**config.mk**
```make
export PLATFORM = sky130hd
export DESIGN_NAME = sequence_player
export DESIGN_NICKNAME = d
export VERILOG_FILES = /design/src/rtl/sequence_pkg.sv /design/src/rtl/sequence_player_phase_timer.sv /design/src/rtl/sequence_player.sv
export SDC_FILE = /design/constraint.sdc
export NUM_CORES = 1
export LEC_CHECK = 0
export BUFFER_PORTS_ARGS = -buffer_cell sky130_fd_sc_hd__buf_2
export CAP_MARGIN = 40
export CORE_ASPECT_RATIO = 1.75
export CORE_UTILIZATION = 55
export DETAILED_ROUTE_END_ITERATION = 12
export HOLD_SLACK_MARGIN = 0.12
export PLACE_DENSITY = 0.79
export RECOVER_POWER = 25
export REMOVE_ABC_BUFFERS = 1
export SYNTH_ARGS = -nofsm -noshare
export SYNTH_HDL_FRONTEND = slang
export SYNTH_HIERARCHICAL = 1
export SYNTH_SLANG_ARGS = --single-unit
export TNS_END_PERCENT = 20
```
**constraint.sdc**
```tcl
create_clock -name clk -period 2.2 [get_ports clk]
set_input_delay 0.11 -clock clk [delete_from_list [all_inputs] [get_ports clk]]
set_output_delay 0.11 -clock clk [all_outputs]
set_load 0.05 [all_outputs]
```
**src/rtl/sequence_pkg.sv**
```systemverilog
// Shared definitions for the LED sequence player: state encoding, default sizes,
// and the colour code to one-hot LED mapping.
package sequence_pkg;

  localparam int unsigned DefaultAw    = 4;
  localparam int unsigned DefaultDw    = 2;
  localparam int unsigned DefaultDepth = 10;

  localparam logic [2:0] StIdle = 3'd0;
  localparam logic [2:0] StAddr = 3'd1;
  localparam logic [2:0] StWait = 3'd2;
  localparam logic [2:0] StOn   = 3'd3;
  localparam logic [2:0] StOff  = 3'd4;
  localparam logic [2:0] StFin  = 3'd5;

  localparam logic [3:0] Red = 4'b0001;
  localparam logic [3:0] Grn = 4'b0010;
  localparam logic [3:0] Blu = 4'b0100;
  localparam logic [3:0] Yel = 4'b1000;

  function automatic logic [3:0] color_onehot(input logic [1:0] code);
    logic [3:0] oh;
    case (code)
      2'd0:    oh = Red;
      2'd1:    oh = Grn;
      2'd2:    oh = Blu;
      default: oh = Yel;
    endcase
    return oh;
  endfunction

endpackage

```
**src/rtl/sequence_player_phase_timer.sv**
```systemverilog
// Loadable down-counter that times the lit and dark phases; zero marks the
// final cycle of the current phase.
module phase_timer #(
  parameter int unsigned W = 3
) (
  input  logic         clk,
  input  logic         rst,
  input  logic         load,
  input  logic [W-1:0] load_val,
  input  logic         dec,
  output logic         zero
);

  logic [W-1:0] count_q;

  always_ff @(posedge clk or posedge rst) begin
    if (rst) begin
      count_q <= '0;
    end else if (load) begin
      count_q <= load_val;
    end else if (dec && (count_q != '0)) begin
      count_q <= count_q - W'(1);
    end
  end

  assign zero = (count_q == '0);

endmodule

```
**src/rtl/sequence_player.sv**
```systemverilog
// Plays a stored colour sequence on a one-hot LED: each entry is fetched from an
// external registered-read memory, lit for ON_CYCLES, then dark for OFF_CYCLES.
module sequence_player
  import sequence_pkg::*;
#(
  parameter int unsigned AW         = DefaultAw,
  parameter int unsigned DW         = DefaultDw,
  parameter int unsigned DEPTH      = DefaultDepth,
  parameter int unsigned ON_CYCLES  = 4,
  parameter int unsigned OFF_CYCLES = 2
) (
  input  logic          clk,
  input  logic          rst,
  input  logic          start,
  input  logic          abort,
  input  logic [AW-1:0] seq_len,
  output logic [AW-1:0] rd_addr,
  input  logic [DW-1:0] rd_data,
  output logic [3:0]    led,
  output logic          busy,
  output logic          done
);

  localparam int unsigned MaxCycles = (ON_CYCLES > OFF_CYCLES) ? ON_CYCLES : OFF_CYCLES;
  localparam int unsigned TW        = $clog2(MaxCycles + 1);

  logic [2:0]    state_q, state_d;
  logic [AW-1:0] idx_q, idx_d;
  logic [AW-1:0] addr_d;
  logic [AW-1:0] len_q, len_d;
  logic [DW-1:0] color_q, color_d;
  logic [AW-1:0] len_clamp;
  logic          t_load, t_dec, t_zero;
  logic [TW-1:0] t_val;

  assign len_clamp = (32'(seq_len) > DEPTH) ? AW'(DEPTH) : seq_len;

  phase_timer #(
    .W(TW)
  ) u_timer (
    .clk     (clk),
    .rst     (rst),
    .load    (t_load),
    .load_val(t_val),
    .dec     (t_dec),
    .zero    (t_zero)
  );

  always_comb begin
    state_d = state_q;
    idx_d   = idx_q;
    addr_d  = rd_addr;
    len_d   = len_q;
    color_d = color_q;
    t_load  = 1'b0;
    t_val   = '0;
    t_dec   = 1'b0;
    // abort wins over everything, including a start in the same cycle
    if (abort) begin
      if (state_q != StIdle) begin
        state_d = StIdle;
        idx_d   = '0;
        addr_d  = '0;
      end
    end else begin
      case (state_q)
        StIdle: begin
          if (start) begin
            idx_d  = '0;
            addr_d = '0;
            if (len_clamp == '0) begin
              state_d = StFin;
            end else begin
              len_d   = len_clamp;
              state_d = StAddr;
            end
          end
        end
        StAddr: state_d = StWait;
        StWait: begin
          color_d = rd_data;
          t_load  = 1'b1;
          t_val   = TW'(ON_CYCLES - 1);
          state_d = StOn;
        end
        StOn: begin
          if (t_zero) begin
            t_load  = 1'b1;
            t_val   = TW'(OFF_CYCLES - 1);
            state_d = StOff;
          end else begin
            t_dec = 1'b1;
          end
        end
        StOff: begin
          if (!t_zero) begin
            t_dec = 1'b1;
          end else if (idx_q == len_q - AW'(1)) begin
            state_d = StFin;
          end else begin
            idx_d   = idx_q + AW'(1);
            addr_d  = rd_addr + AW'(1);
            state_d = StAddr;
          end
        end
        StFin:   state_d = StIdle;
        default: state_d = StIdle;
      endcase
    end
  end

  // Outputs are registered from the next state so they line up with the state they describe.
  always_ff @(posedge clk or posedge rst) begin
    if (rst) begin
      state_q <= StIdle;
      idx_q   <= '0;
      rd_addr <= '0;
      len_q   <= '0;
      color_q <= '0;
      led     <= '0;
      busy    <= 1'b0;
      done    <= 1'b0;
    end else begin
      state_q <= state_d;
      idx_q   <= idx_d;
      rd_addr <= addr_d;
      len_q   <= len_d;
      color_q <= color_d;
      led     <= (state_d == StOn) ? color_onehot(2'(color_d)) : 4'b0000;
      busy    <= (state_d != StIdle);
      done    <= (state_d == StFin);
    end
  end

endmodule

```
-- Yosys cells after proc, flatten, opt, wreduce, memory -nomap -nowiden
Cells that the tools add are included.
- flip-flop bits (word level): 26
- input bits: 10
- output and inout bits: 10
- word-level logic and storage cells: 76
- add/subtract/negate cells: 4
- $lt $le $gt $ge: 1
- equal/unequal tests: 13
- muxes and demuxes: 34
- bitwise gates (word level): 2
- reductions and logical operators: 13
- operator list (kind ; count):
    2-to-1 mux 4 bit ; 10
    2-to-1 mux 3 bit ; 9
    one-hot mux 4 bit (2 select lines) ; 2
    one-hot mux 3 bit (5 select lines) ; 1
    one-hot mux 4 bit (3 select lines) ; 1
    nonzero test 3 bit ; 4
    equality test 3 x 2 -> 1 bit (second input constant) ; 3
    inequality test 3 bit (second input constant) ; 3
    adder 4 x 1 -> 4 bit (second input constant) ; 2
    equality test 3 bit (second input constant) ; 2
    zero test 3 bit ; 2
    2-to-1 mux 1 bit ; 6
    2-to-1 mux 2 bit ; 3
    AND reduction 5 bit ; 1
    equality test 4 bit ; 1
    > comparator 4 bit (second input constant) ; 1
    zero test 4 bit ; 1
    one-hot mux 2 bit (2 select lines) ; 1
    AND reduction 4 bit ; 1
    subtractor 4 x 1 -> 4 bit (second input constant) ; 1
    equality test 3 x 1 -> 1 bit (second input constant) ; 1
    subtractor 3 x 1 -> 3 bit (second input constant) ; 1
    equality test 2 x 1 -> 1 bit (second input constant) ; 1
    equality test 2 bit (second input constant) ; 1
    7 further kinds ; 8

-- Logic depth before layout (Yosys ltp)
Gate-level depths: netlist (run 1).
- word-level depth: 9
- gate-level depth with buffers: 9
- gate-level depth less buffers: 8

-- Hierarchy
Netlist (run 1), hierarchy kept.
- by module, submodules not included (module ; times used ; cells each ; area an instance (sq um) ; seq. area each (sq um)):
    sequence_player ; 1 ; 130 ; 1298.7 ; 575.6
    phase_timer ; 1 ; 20 ; 193.9 ; 75.1

-- Least setup slack after synthesis (run 1)
Ideal clock, no wire load.
- path kind: flip-flop to flip-flop
- start point: reg u_timer.count_q[0]
- end point: reg idx_q[2]
- library setup time: 63 ps
- arrival time: 1895 ps
- required time: 2137 ps
- slack: 243 ps
- cell stages (with the launch flop): 10
- path buffers: 1
- clock period less this slack: 1957 ps
- path through: dfrtp_1 inv_1 ha_1 ha_1 clkbuf_1 mux2i_1 nor4b_1 o31a_2 and3b_1 a211o_2
- word-level cells in the longest chain between the ends: 3
- RTL lines (element ; line ; text):
    start, declared ; sequence_player_phase_timer.sv:14 ; logic [W-1:0] count_q;
    start signal, assigned ; sequence_player_phase_timer.sv:20 ; count_q <= load_val;
    start signal, assigned ; sequence_player_phase_timer.sv:22 ; count_q <= count_q - W'(1);
    zero test 3 bit ; sequence_player_phase_timer.sv:26 ; assign zero = (count_q == '0);
    net t_zero ; sequence_player.sv:33 ; logic t_load, t_dec, t_zero;
    inequality test 3 bit (no source line) ; - ;
    AND reduction 5 bit (no source line) ; - ;
    end signal, assigned ; sequence_player.sv:125 ; idx_q <= idx_d;
    end, declared ; sequence_player.sv:28 ; logic [AW-1:0] idx_q, idx_d;
The timed path passes the listed nets, and every way through them passes these cells.
A chain may end at the register's enable or synchronous reset.

-- Worst setup path after layout (run 1)
- start point: reg len_q[1]
- end point: reg idx_q[1]
- word-level cells in the longest chain between the ends: 4
- RTL lines (element ; line ; text):
    start, declared ; sequence_player.sv:30 ; logic [AW-1:0] len_q, len_d;
    start signal, assigned ; sequence_player.sv:127 ; len_q <= len_d;
    subtractor 4 x 1 -> 4 bit ; sequence_player.sv:98 ; end else if (idx_q == len_q - AW'(1)) begin
    equality test 4 bit ; sequence_player.sv:98 ;
    inequality test 3 bit (no source line) ; - ;
    AND reduction 5 bit (no source line) ; - ;
No other way between the ends.

==> results by group, run 1 <==
Cells and area
  – NumNets Final: 196
  – Commonest non-fill, non-tap cell in the layout: dfrtp_1
  – Antenna fix cells: 0
  – Layout cells sized above 1: 25.0%
  – Synth-to-Final Area Change: 20.1%
  – Most frequent cells in the layout: 26 x dfrtp_1, 18 x buf_2, 14 x inv_1, 14 x nand2_1, 12 x nor2_1
  – Finished Cell Area: 1790 um2
  – Fin cells: 206

Timing
  – Final period util: 92.4%
  – Fmax: 492 MHz
  – Unrepaired setup endpoints after global routing: no
  – # setup viols final: 0
  – Final Hold Fails: 0
  – Clock Skew: 0.00485 ns
  – Fin crit period: 2.03 ns
  – Setup tns final: 0 ns
  – Fin. max-slew vios: 0
  – Relative slew slack: 37.2%
  – Final setup margin: 0.167 ns
  – Worst-Margin Slew: 0.942 ns

Worst hold path
  – Hold endpoint: len_q[2]$_DFFE_PP0P_
  – Worst min-delay path class: in -> reg
  – WHS Path Cells: 3
  – Worst min-delay path startpoint: seq_len[2]

Routing
  – Drt wl/cell: 14.9 um
  – Avg Vias per Cell: 5.84
  – DR pass1 iterations: 4
  – Metal2 WL: 1800 um
  – WL met1: 1160 um
  – Drc violations: 0
  – Antenna viol nets, final: 0
  – DR WL met3: 62 um
  – Top routing layer in use: met4
  – Final WL: 3080 um
  – Routed vias: 1,204
  – Iteration-0 DRC count of the detailed router: 48

Synthesis
  – Mean post-synth cell area: 9.95 um2
  – Cell Area, Synth: 1490 um2
  – Synth unique cells: 48
  – Register bit count reported by yosys: 26
  – Synth Instances: 150
  – Yosys Warn Count: 6
  – Post-synthesis sequential area ratio: 43.6%
  – EDFF count, synth: 0
  – Synth async-reset ratio: 100%
  – Synth Flop Type: dfrtp_1

Setup path
  – Req. time, crit path: 2.41 ns
  – Reg-to-reg slack, setup: 0.17 ns
  – CP peak stage delay: 0.45 ns
  – CP max FO: 7
  – FF-to-FF End: idx_q[1]$_DFFE_PP0P_
  – Crit path arrival time: 2.24 ns
  – CP Launch Type: flip-flop
  – Worst r2r src: len_q[1]$_DFFE_PP0P_
  – Slowest library cell on the worst path: or3_4
  – Crit Path Category: reg -> reg
  – Crit. End Element: flip-flop
  – Setup crit start: len_q[1]$_DFFE_PP0P_
  – FF-to-FF path depth: 7
  – CP Cell Sequence: inv_1 > ha_4 > xor2_2 > nand4_1 > or3_4 > a31oi_4 > mux2i_1

Floorplanning
  – Die ar.: 2930 um2
  – Initial Util: 59.2%
  – Die Ht: 70.9 um
  – # IOs: 20
  – Row count: 24
  – Core area: 2520 um2
  – Die width: 41.4 um

Clock tree
  – Num CTS Buffers: 3
  – Clock Tree Root: clkbuf_8
  – CTS H-tree depth: 1
  – Clock transition at the registers of the reported paths: 0.09 ns
  – Clock Sinks: 26
  – CTS tree: yes
  – Clk_lat worst skew: 0.28 ns
  – Clock buffer depth: 2

Placement
  – Cell count after placement: 194
  – DP Worst Slack: 0.139 ns
  – Routability cong.: 0.814
  – Placed inst area: 1650 um2
  – Buffers on Ports: 19
  – HPWL after detailed placement: 2390 um

Run
  – # Max-Cap Violations: 0

Global routing
  – Overflow after GRT: 0
  – First-pass GRT wire length: 5020 um
  – Vias in the first global route: 1,179
  – GR Util All Layers: 24.7%
  – Antenna violations before repair: 0
  – Largest net degree at the start of global routing: 18

Pwr
  – Total power: 0.00159 W
  – Power density over the cells: 890 nW/um2
  – Peak VDD IR: 0.903 mV
  – Lkg Pwr: 0.861 nW

Outcome
  – Status: finished clean
==> flip-flops by register name, indices dropped and copies added, names as in the netlist <==
signal and count:
idx_q 4, led 4, state_q 3, len_q 4, u_timer/count_q 3, done 1, busy 1, rd_addr 4
color_q 2
==> repair_timing <==
item                       in CTS  in global routing
setup endpoints to repair       0                  9
buffers inserted                0                  3
hold endpoints to repair       30                  0
resized for setup               0                  3
hold buffers                    5                  0
==> critical path: cells and delay by family, from the launching register on <==
family / cells / cell delay, ns
XOR/XNOR: 1 / 0.13
flip-flops: 1 / 0.36
adder cells (fa/ha/maj): 1 / 0.28
AO/OA/AOI/OAI: 1 / 0.30
multiplexers: 1 / 0.23
AND/OR/NAND/NOR: 2 / 0.57
buffers and inverters: 1 / 0.09
==> through the flow <==
stage | hold WS (ns) | util [%]
after global routing | 0.146 | 71.1
final | 0.121 | 71.1
after floorplan | -0.136 | -
after CTS | 0.123 | 70.3
after global placement | -0.0107 | 64.4
after detailed placement | 0.00187 | 65.5
==> per-layer routing <==
metal  vias to the layer above  global-route usage, %
met4                         0                   8.60
li1                        589                      -
met2                        10                   43.6
met3                         5                   3.76
met5                         -                      0
met1                       600                   27.5
==> layout make-up <==
type | count | area [um2]
Multi-Input combinational cell | 104 | 786
Fill cell | 193 | 729
Sequential cell | 26 | 651
Timing Repair Buffer | 32 | 200
Inverter | 14 | 52.6
Clock buffer | 3 | 41.3
Tap cell | 26 | 32.5
Clock inverter | 1 | 30.0
==> cell usage after synthesis, drive strengths merged, types with 2 or more instances <==
cell     n  area share [%]
a211oi   2             1.0
a21oi    3             1.0
a221o    2             1.5
a31oi    3             2.3
and3     2            0.84
clkbuf   5             1.3
dfrtp   26              44
ha       5             4.2
inv     14             3.5
mux2     4             3.0
mux2i    4             2.7
nand2   14             3.5
nand2b   3             1.3
nand3    6             2.0
nand4    2            0.84
nor2    13             4.4
nor2b    2            0.84
nor3     2            0.67
nor4b    2             1.2
o21ai    4             1.3
o311ai   2             1.2
o31a     2             1.3
or4b     3             2.0
xnor2    4             2.3
xor2     2             1.2
==> worst max-delay path by stage <==
stage	endpoint	slack (ns)	cells past startpoint
floorplan	idx_q[2]$_DFFE_PP0P_	0.30	7
global placement	idx_q[1]$_DFFE_PP0P_	0.22	7
detailed placement	idx_q[1]$_DFFE_PP0P_	0.14	7
CTS	idx_q[1]$_DFFE_PP0P_	0.11	7
global route	idx_q[1]$_DFFE_PP0P_	0.03	7
finish	idx_q[1]$_DFFE_PP0P_	0.17	7
==> cell families after synthesis <==
group | synth area share [%]
DFF | 43.6
and+or+nand+nor | 21.2
AOI/OAI and AO/OA | 16.3
other | 0.251
adders and majority gates | 4.19
xor gates and xnor gates | 3.52
muxes | 5.70
buffers and inverters | 5.28
==> report_power, final <==
part | leakage, nW | switching (W) | total (W) | internal (W)
sequential | 0.344 | 0.0000632 | 0.000624 | 0.000560
combinational | 0.481 | 0.000334 | 0.000573 | 0.000239
clock | 0.0357 | 0.000154 | 0.000398 | 0.000244
(Power assumes the default switching activity.)
==> run 2: changes to the inputs <==
--- a/config.mk
+++ b/config.mk
@@ -8,10 +8,11 @@
 export BUFFER_PORTS_ARGS = -buffer_cell sky130_fd_sc_hd__buf_2
 export CAP_MARGIN = 40
 export CORE_ASPECT_RATIO = 1.75
-export CORE_UTILIZATION = 55
+export CORE_UTILIZATION = 30
+export CTS_CLUSTER_DIAMETER = 60
 export DETAILED_ROUTE_END_ITERATION = 12
 export HOLD_SLACK_MARGIN = 0.12
-export PLACE_DENSITY = 0.79
+export PLACE_DENSITY = 0.49
 export RECOVER_POWER = 25
 export REMOVE_ABC_BUFFERS = 1
 export SYNTH_ARGS = -nofsm -noshare
==> run 2 against run 1 <==
Critical endpoint is now rd_addr[1]$_DFFE_PP0P_. Sequential cell count unchanged. Critical path depth unchanged. Non-clock buffer count decreased by 1. Clock skew decreased by 0.00059 ns. Critical path type unchanged. Die area increased by 80%.
==> results by group, run 2 (synthesis results as in run 1) <==
Outcome
  – Status: finished clean

Timing
  – Final Hold Fails: 0 (unchanged)
  – Setup tns final: 0 ns (unchanged)
  – Unrepaired setup endpoints after global routing: no
  – Worst-Margin Slew: 1.29 ns (+0.352 ns)
  – Clock Skew: 0.00426 ns (-0.000587 ns)
  – Fin crit period: 2.03 ns (-0.00283 ns)
  – Final setup margin: 0.170 ns (+0.00283 ns)
  – Fmax: 493 MHz (+0.14%)
  – Fin. max-slew vios: 0 (unchanged)
  – Relative slew slack: 13.7% (-23 points)
  – Final period util: 92.3% (-0.13 points)
  – # setup viols final: 0 (unchanged)

Clock tree
  – CTS tree: yes
  – CTS H-tree depth: 1 (unchanged)
  – Clk_lat worst skew: 0.27 ns (about the same)
  – Clock Sinks: 26 (unchanged)
  – Clock transition at the registers of the reported paths: 0.09 ns (about the same)
  – Num CTS Buffers: 3 (unchanged)
  – Clock buffer depth: 2 (unchanged)
  – Clock Tree Root: clkbuf_8

Global routing
  – Vias in the first global route: 1,203 (+2.0%)
  – First-pass GRT wire length: 5320 um (+6.0%)
  – Antenna violations before repair: 0 (unchanged)
  – Largest net degree at the start of global routing: 24 (+6)
  – GR Util All Layers: 12.8% (-12 points)
  – Overflow after GRT: 0 (unchanged)

Pwr
  – Combinational Power Share: 36.4% (+0.4 points)
  – Clock share of power: 21.2% (-3.7 points)
  – Power density over the cells: 830 nW/um2 (-6.7%)
  – Switching Power: 0.000537 W (-2.7%)
  – Net Sw Frac: 36.3% (+1.7 points)
  – Sequential share of power: 42.5% (+3.4 points)
  – Internal Power: 0.000941 W (-9.8%)
  – Lkg Pwr: 0.850 nW (-1.3%)
  – Peak VDD IR: 0.381 mV (-58%)

Setup path
  – CP Launch Type: flip-flop
  – FF-to-FF End: rd_addr[1]$_DFFE_PP0P_
  – CP max FO: 7 (unchanged)
  – Reg-to-reg slack, setup: 0.17 ns (about the same)
  – FF-to-FF path depth: 7 (unchanged)
  – Crit. End Element: flip-flop
  – Req. time, crit path: 2.40 ns (about the same)
  – Crit path arrival time: 2.23 ns (about the same)
  – Worst r2r src: len_q[0]$_DFFE_PP0P_
  – Crit Path Category: reg -> reg

Placement
  – HPWL after detailed placement: 2500 um (+4.4%)
  – Cell count after placement: 221 (+14%)
  – Buffers on Ports: 19 (unchanged)
  – Routability cong.: 0.852 (+4.6%)
  – DP Worst Slack: 0.116 ns (-0.0229 ns)
  – Placed inst area: 1670 um2 (+1.2%)

Floorplanning
  – Die ar.: 5270 um2 (+80%)
  – Row count: 33 (+38%)
  – Initial Util: 31.4% (-28 points)
  – # IOs: 20 (unchanged)
  – Core area: 4750 um2 (+88%)
  – Die Ht: 95.3 um (+34%)
  – Die width: 55.3 um (+34%)

Routing
  – Iteration-0 DRC count of the detailed router: 26 (-46%)
  – Drc violations: 0 (unchanged)
  – DR pass1 iterations: 4 (unchanged)
  – Final WL: 3190 um (+3.6%)
  – Antenna viol nets, final: 0 (unchanged)
  – Avg Vias per Cell: 5.07 (-13%)
  – Routed vias: 1,172 (-2.7%)
  – Drt wl/cell: 13.8 um (-7.6%)

Cells and area
  – Synth-to-Final Area Change: 19.4%
  – Antenna fix cells: 0 (unchanged)
  – NumNets Final: 195 (-0.51%)
  – Fin cells: 231 (+12%)
  – Most frequent cells in the layout: 26 x dfrtp_1, 18 x buf_2, 14 x inv_1, 14 x nand2_1, 12 x nor2_1
  – Commonest non-fill, non-tap cell in the layout: dfrtp_1
  – Finished Cell Area: 1780 um2 (-0.63%)
  – Layout cells sized above 1: 23.5% (-1.5 points)
  – Filler cell count: 488 (+150%)

Worst hold path
  – Worst min-delay path startpoint: seq_len[1]
  – Hold endpoint: len_q[1]$_DFFE_PP0P_
  – Worst min-delay path class: in -> reg
  – WHS Path Cells: 3 (unchanged)

Run
  – # Max-Cap Violations: 0 (unchanged)
## run 2: routing by layer
metal / global-route usage, % / up-vias / routed length (um)
li1: - / 586 / -
met1: 12.3 / 563 / 1190
met2: 26.0 / 13 / 1850
met3: 1.22 / 10 / 48
met4: 7.08 / 0 / 98
met5: 0 / - / 0
## run 2: worst max path at each step
stage                          from                     end  slack [ns]  depth (start not counted)
2_1_floorplan  len_q[0]$_DFFE_PP0P_    idx_q[2]$_DFFE_PP0P_        0.30                          7
3_3_place_gp   len_q[0]$_DFFE_PP0P_    idx_q[1]$_DFFE_PP0P_        0.15                          7
3_5_place_dp   len_q[0]$_DFFE_PP0P_  rd_addr[1]$_DFFE_PP0P_        0.12                          7
4_1_cts        len_q[0]$_DFFE_PP0P_  rd_addr[1]$_DFFE_PP0P_        0.11                          7
5_1_grt        len_q[0]$_DFFE_PP0P_    idx_q[1]$_DFFE_PP0P_        0.01                          7
6_report       len_q[0]$_DFFE_PP0P_  rd_addr[1]$_DFFE_PP0P_        0.17                          7
## run 2: timing repair
action / 4_1_cts / 5_1_grt
gates resized for setup: 0 / 1
buffers inserted: 0 / 1
endpoints found under the hold margin: 30 / 0
hold buffers: 5 / 0
setup endpoints to repair: 0 / 3
## run 2: final cells by class
class	count	area, um2	area share (%)
multi-input combinational	104	766	43.0
sequential	26	651	36.5
timing repair buffer	31	193	10.8
tap	52	65.1	3.65
clock buffer	4	55.1	3.09
inverter	14	52.6	2.95
## run 2: critical path, stage by stage, from the launching register on
cell     delay, ns
dfrtp_1       0.40
inv_1         0.06
ha_1          0.20
xnor2_1       0.19
xnor2_1       0.13
or3_4         0.44
a31oi_4       0.31
mux2i_1       0.22
## run 2: power by group through the flow
| stage | combinational (W) | clock (W) | sequential (W) |
|---|---|---|---|
| CTS | 0.000530 | 0.000328 | 0.000631 |
| detailed placement | 0.000521 | 0 | 0.000642 |
| global route | 0.000607 | 0.000344 | 0.000639 |
| floorplan | 0.000325 | 0 | 0.000676 |
| global placement | 0.000502 | 0 | 0.000636 |
| finish | 0.000538 | 0.000313 | 0.000628 |
## run 2: through the flow
step                      hold slack, ns  total power [W]  utilization [%]
after global routing               0.138          0.00159             37.5
after floorplan                   -0.136          0.00100                -
after CTS                          0.123          0.00149             37.4
final                              0.124          0.00148             37.5
after global placement          -0.00638          0.00114             35.2
after detailed placement        0.000432          0.00116             35.2
==> run 3: changes to the inputs <==
--- a/config.mk
+++ b/config.mk
@@ -7,7 +7,7 @@
 export LEC_CHECK = 0
 export BUFFER_PORTS_ARGS = -buffer_cell sky130_fd_sc_hd__buf_2
 export CAP_MARGIN = 40
-export CORE_ASPECT_RATIO = 1.75
+export CORE_ASPECT_RATIO = 0.8
 export CORE_UTILIZATION = 30
 export CTS_CLUSTER_DIAMETER = 60
 export DETAILED_ROUTE_END_ITERATION = 12
==> run 3 against run 2 <==
Sequential share of layout area grew 0.15 points. Sequential cell count is the same. Clock power shrank 16%. Die area shrank 0.17%. Fmax shrank 0.94%. Design area shrank 0.42%. Setup slack lost 0.019 ns. First-iteration DRC count grew to 2.9 times the previous value. Clock skew grew 0.0011 ns. Clock-buffer cell count shrank 1. Non-clock buffer count is the same. Wire length shrank 7.1%.
==> results by group, run 3 (synthesis results as in run 1) <==
Cells and area
  – Filler cell count: 499 (+2.3%)
  – Synth-to-Final Area Change: 18.9%
  – Finished Core Util: 37.9% (+0.39 points)
  – Finished Cell Area: 1770 um2 (-0.42%)
  – Antenna fix cells: 0 (unchanged)
  – NumNets Final: 195 (unchanged)
  – Fin cells: 238 (+3.0%)
  – Commonest non-fill, non-tap cell in the layout: dfrtp_1
  – Layout cells sized above 1: 23.6% (+0.13 points)
  – Most frequent cells in the layout: 26 x dfrtp_1, 19 x buf_2, 14 x inv_1, 14 x nand2_1, 12 x nor2_1

Routing
  – Drt wl/cell: 12.4 um (-9.8%)
  – Iteration-0 DRC count of the detailed router: 76 (+190%)
  – Antenna viol nets, final: 0 (unchanged)
  – Avg Vias per Cell: 4.84 (-4.6%)
  – Drc violations: 0 (unchanged)
  – Routed vias: 1,152 (-1.7%)
  – DR pass1 iterations: 3 (-1)
  – Final WL: 2960 um (-7.1%)

Outcome
  – Status: finished clean

Placement
  – Placed inst area: 1680 um2 (+0.60%)
  – Routability cong.: 0.772 (-9.4%)
  – Buffers on Ports: 19 (unchanged)
  – HPWL after detailed placement: 2280 um (-8.8%)
  – Cell count after placement: 228 (+3.2%)

Timing
  – # setup viols final: 0 (unchanged)
  – Fin crit period: 2.05 ns (+0.0192 ns)
  – Relative slew slack: 52.9% (+39 points)
  – Worst hold margin: 0.130 ns (+0.00570 ns)
  – Final Hold Fails: 0 (unchanged)
  – Fin. max-slew vios: 0 (unchanged)
  – Final period util: 93.1% (+0.87 points)
  – Clock Skew: 0.00538 ns (+0.00112 ns)
  – Worst-Margin Slew: 0.706 ns (-0.588 ns)
  – Unrepaired setup endpoints after global routing: yes
  – Fmax: 488 MHz (-0.94%)

Pwr
  – Lkg Pwr: 0.846 nW (-0.55%)
  – Power density over the cells: 811 nW/um2 (-2.2%)
  – Peak VDD IR: 0.434 mV (+14%)

Global routing
  – Most Crowded Layer GR: met2
  – GR Util All Layers: 12.6% (-0.18 points)
  – Antenna violations before repair: 0 (unchanged)
  – Global Route met3 Usage: 3.33% (+2.1 points)
  – First-pass GRT wire length: 5110 um (-3.9%)
  – Vias in the first global route: 1,092 (-9.2%)
  – Largest net degree at the start of global routing: 14 (-42%)
  – Overflow after GRT: 0 (unchanged)
  – GR Layer Usage met2: 19.0% (-7.0 points)
  – M1 GR Usage: 18.3% (+5.9 points)

Setup path
  – Slowest library cell on the worst path: or3_4
  – CP peak stage delay: 0.44 ns (about the same)
  – Crit Path Category: reg -> reg
  – CP Cell Sequence: inv_1 > ha_1 > xor2_1 > nand4_1 > or3_4 > a31oi_4 > mux2i_1
  – Crit path max-delay family: simple AND/OR/NAND/NOR gates
  – Buffers plus inverters on the worst setup path: 1 (unchanged)
  – Crit path arrival time: 2.24 ns (about the same)
  – Req. time, crit path: 2.40 ns (about the same)
  – CP max FO: 7 (unchanged)
  – Crit. End Element: flip-flop
  – CP Launch Type: flip-flop

Floorplanning
  – Row count: 22 (-33%)
  – Initial Util: 31.9% (+0.46 points)
  – Die ar.: 5260 um2 (-0.17%)
  – Die Ht: 65.1 um (-32%)
  – # IOs: 20 (unchanged)
  – Die width: 80.9 um (+46%)
  – Core area: 4680 um2 (-1.4%)

Clock tree
  – CTS H-tree depth: 1 (unchanged)
  – CTS resizes: 0 (unchanged)
  – Clock Tree Root: clkbuf_8
  – Clock Sinks: 26 (unchanged)
  – Num CTS Buffers: 3 (unchanged)
  – Clk_lat worst skew: 0.27 ns (about the same)
  – Clock transition at the registers of the reported paths: 0.09 ns (about the same)
  – Clock buffer depth: 2 (unchanged)
  – CTS tree: yes

Worst hold path
  – Worst min-delay path class: in -> reg

Run
  – # Max-Cap Violations: 0 (unchanged)
==> run 3: cell types whose count changed in the layout (fill, tap and decap cells not counted), sizes merged <==
cell,change
dlygate4sd3,-1
buf,+2
clkbuf,-2
==> run 3: final timing paths <==
path	start	to	slack, ns	depth (start not counted)
worst max-delay path	len_q[0]$_DFFE_PP0P_	rd_addr[1]$_DFFE_PP0P_	0.15	7
worst min-delay path	seq_len[3]	len_q[3]$_DFFE_PP0P_	0.13	2
worst max register to register	len_q[0]$_DFFE_PP0P_	rd_addr[1]$_DFFE_PP0P_	0.15	7
worst min register to register	len_q[3]$_DFFE_PP0P_	len_q[3]$_DFFE_PP0P_	0.55	1
max in group asynchronous	rst	idx_q[1]$_DFFE_PP0P_	0.86	4
min in group asynchronous	rst	u_timer/count_q[1]$_DFFE_PP0P_	0.25	3
==> run 3: where the power goes <==
part           internal, W  total, W  switching (W)
registers         0.000560  0.000629      0.0000691
logic             0.000231  0.000545       0.000314
clock network     0.000123  0.000264       0.000142
==> run 3: per-stage QoR <==
stage          setup WS, ns  total power [W]  TNS (ns)
2_1_floorplan         0.298          0.00100         0
3_3_place_gp          0.211          0.00115         0
3_5_place_dp          0.129          0.00117         0
4_1_cts              0.0965          0.00145         0
5_1_grt            -0.00773          0.00156  -0.00773
6_report              0.151          0.00144         0
==> run 3: area by class of cell <==
cell class	count	area, um2	share of cell area, %
flip-flops and latches	26	651	36.7
clock buffers	3	41.3	2.33
multi-input cells	104	763	43.0
repair buffers	31	191	10.8
inverters	14	52.6	2.96
well taps	60	75.1	4.23
==> run 3: what timing repair did <==
action	4_1_cts	5_1_grt
setup endpoints to repair	0	2
hold buffers	4	0
setup buffers	0	3
hold endpoints to repair	16	0
==> run 3: routing by layer <==
layer  vias to the layer above  wire length, um
met5                         -                0
met4                         0               18
met3                         2              128
met2                        17             1250
met1                       544             1570
li1                        589                -
==> run 3: worst register-to-register path, stage by stage (launching register included) <==
cell,delay (ns)
dfrtp_1,0.38
inv_1,0.06
ha_1,0.29
xor2_1,0.14
nand4_1,0.13
or3_4,0.44
a31oi_4,0.31
mux2i_1,0.23
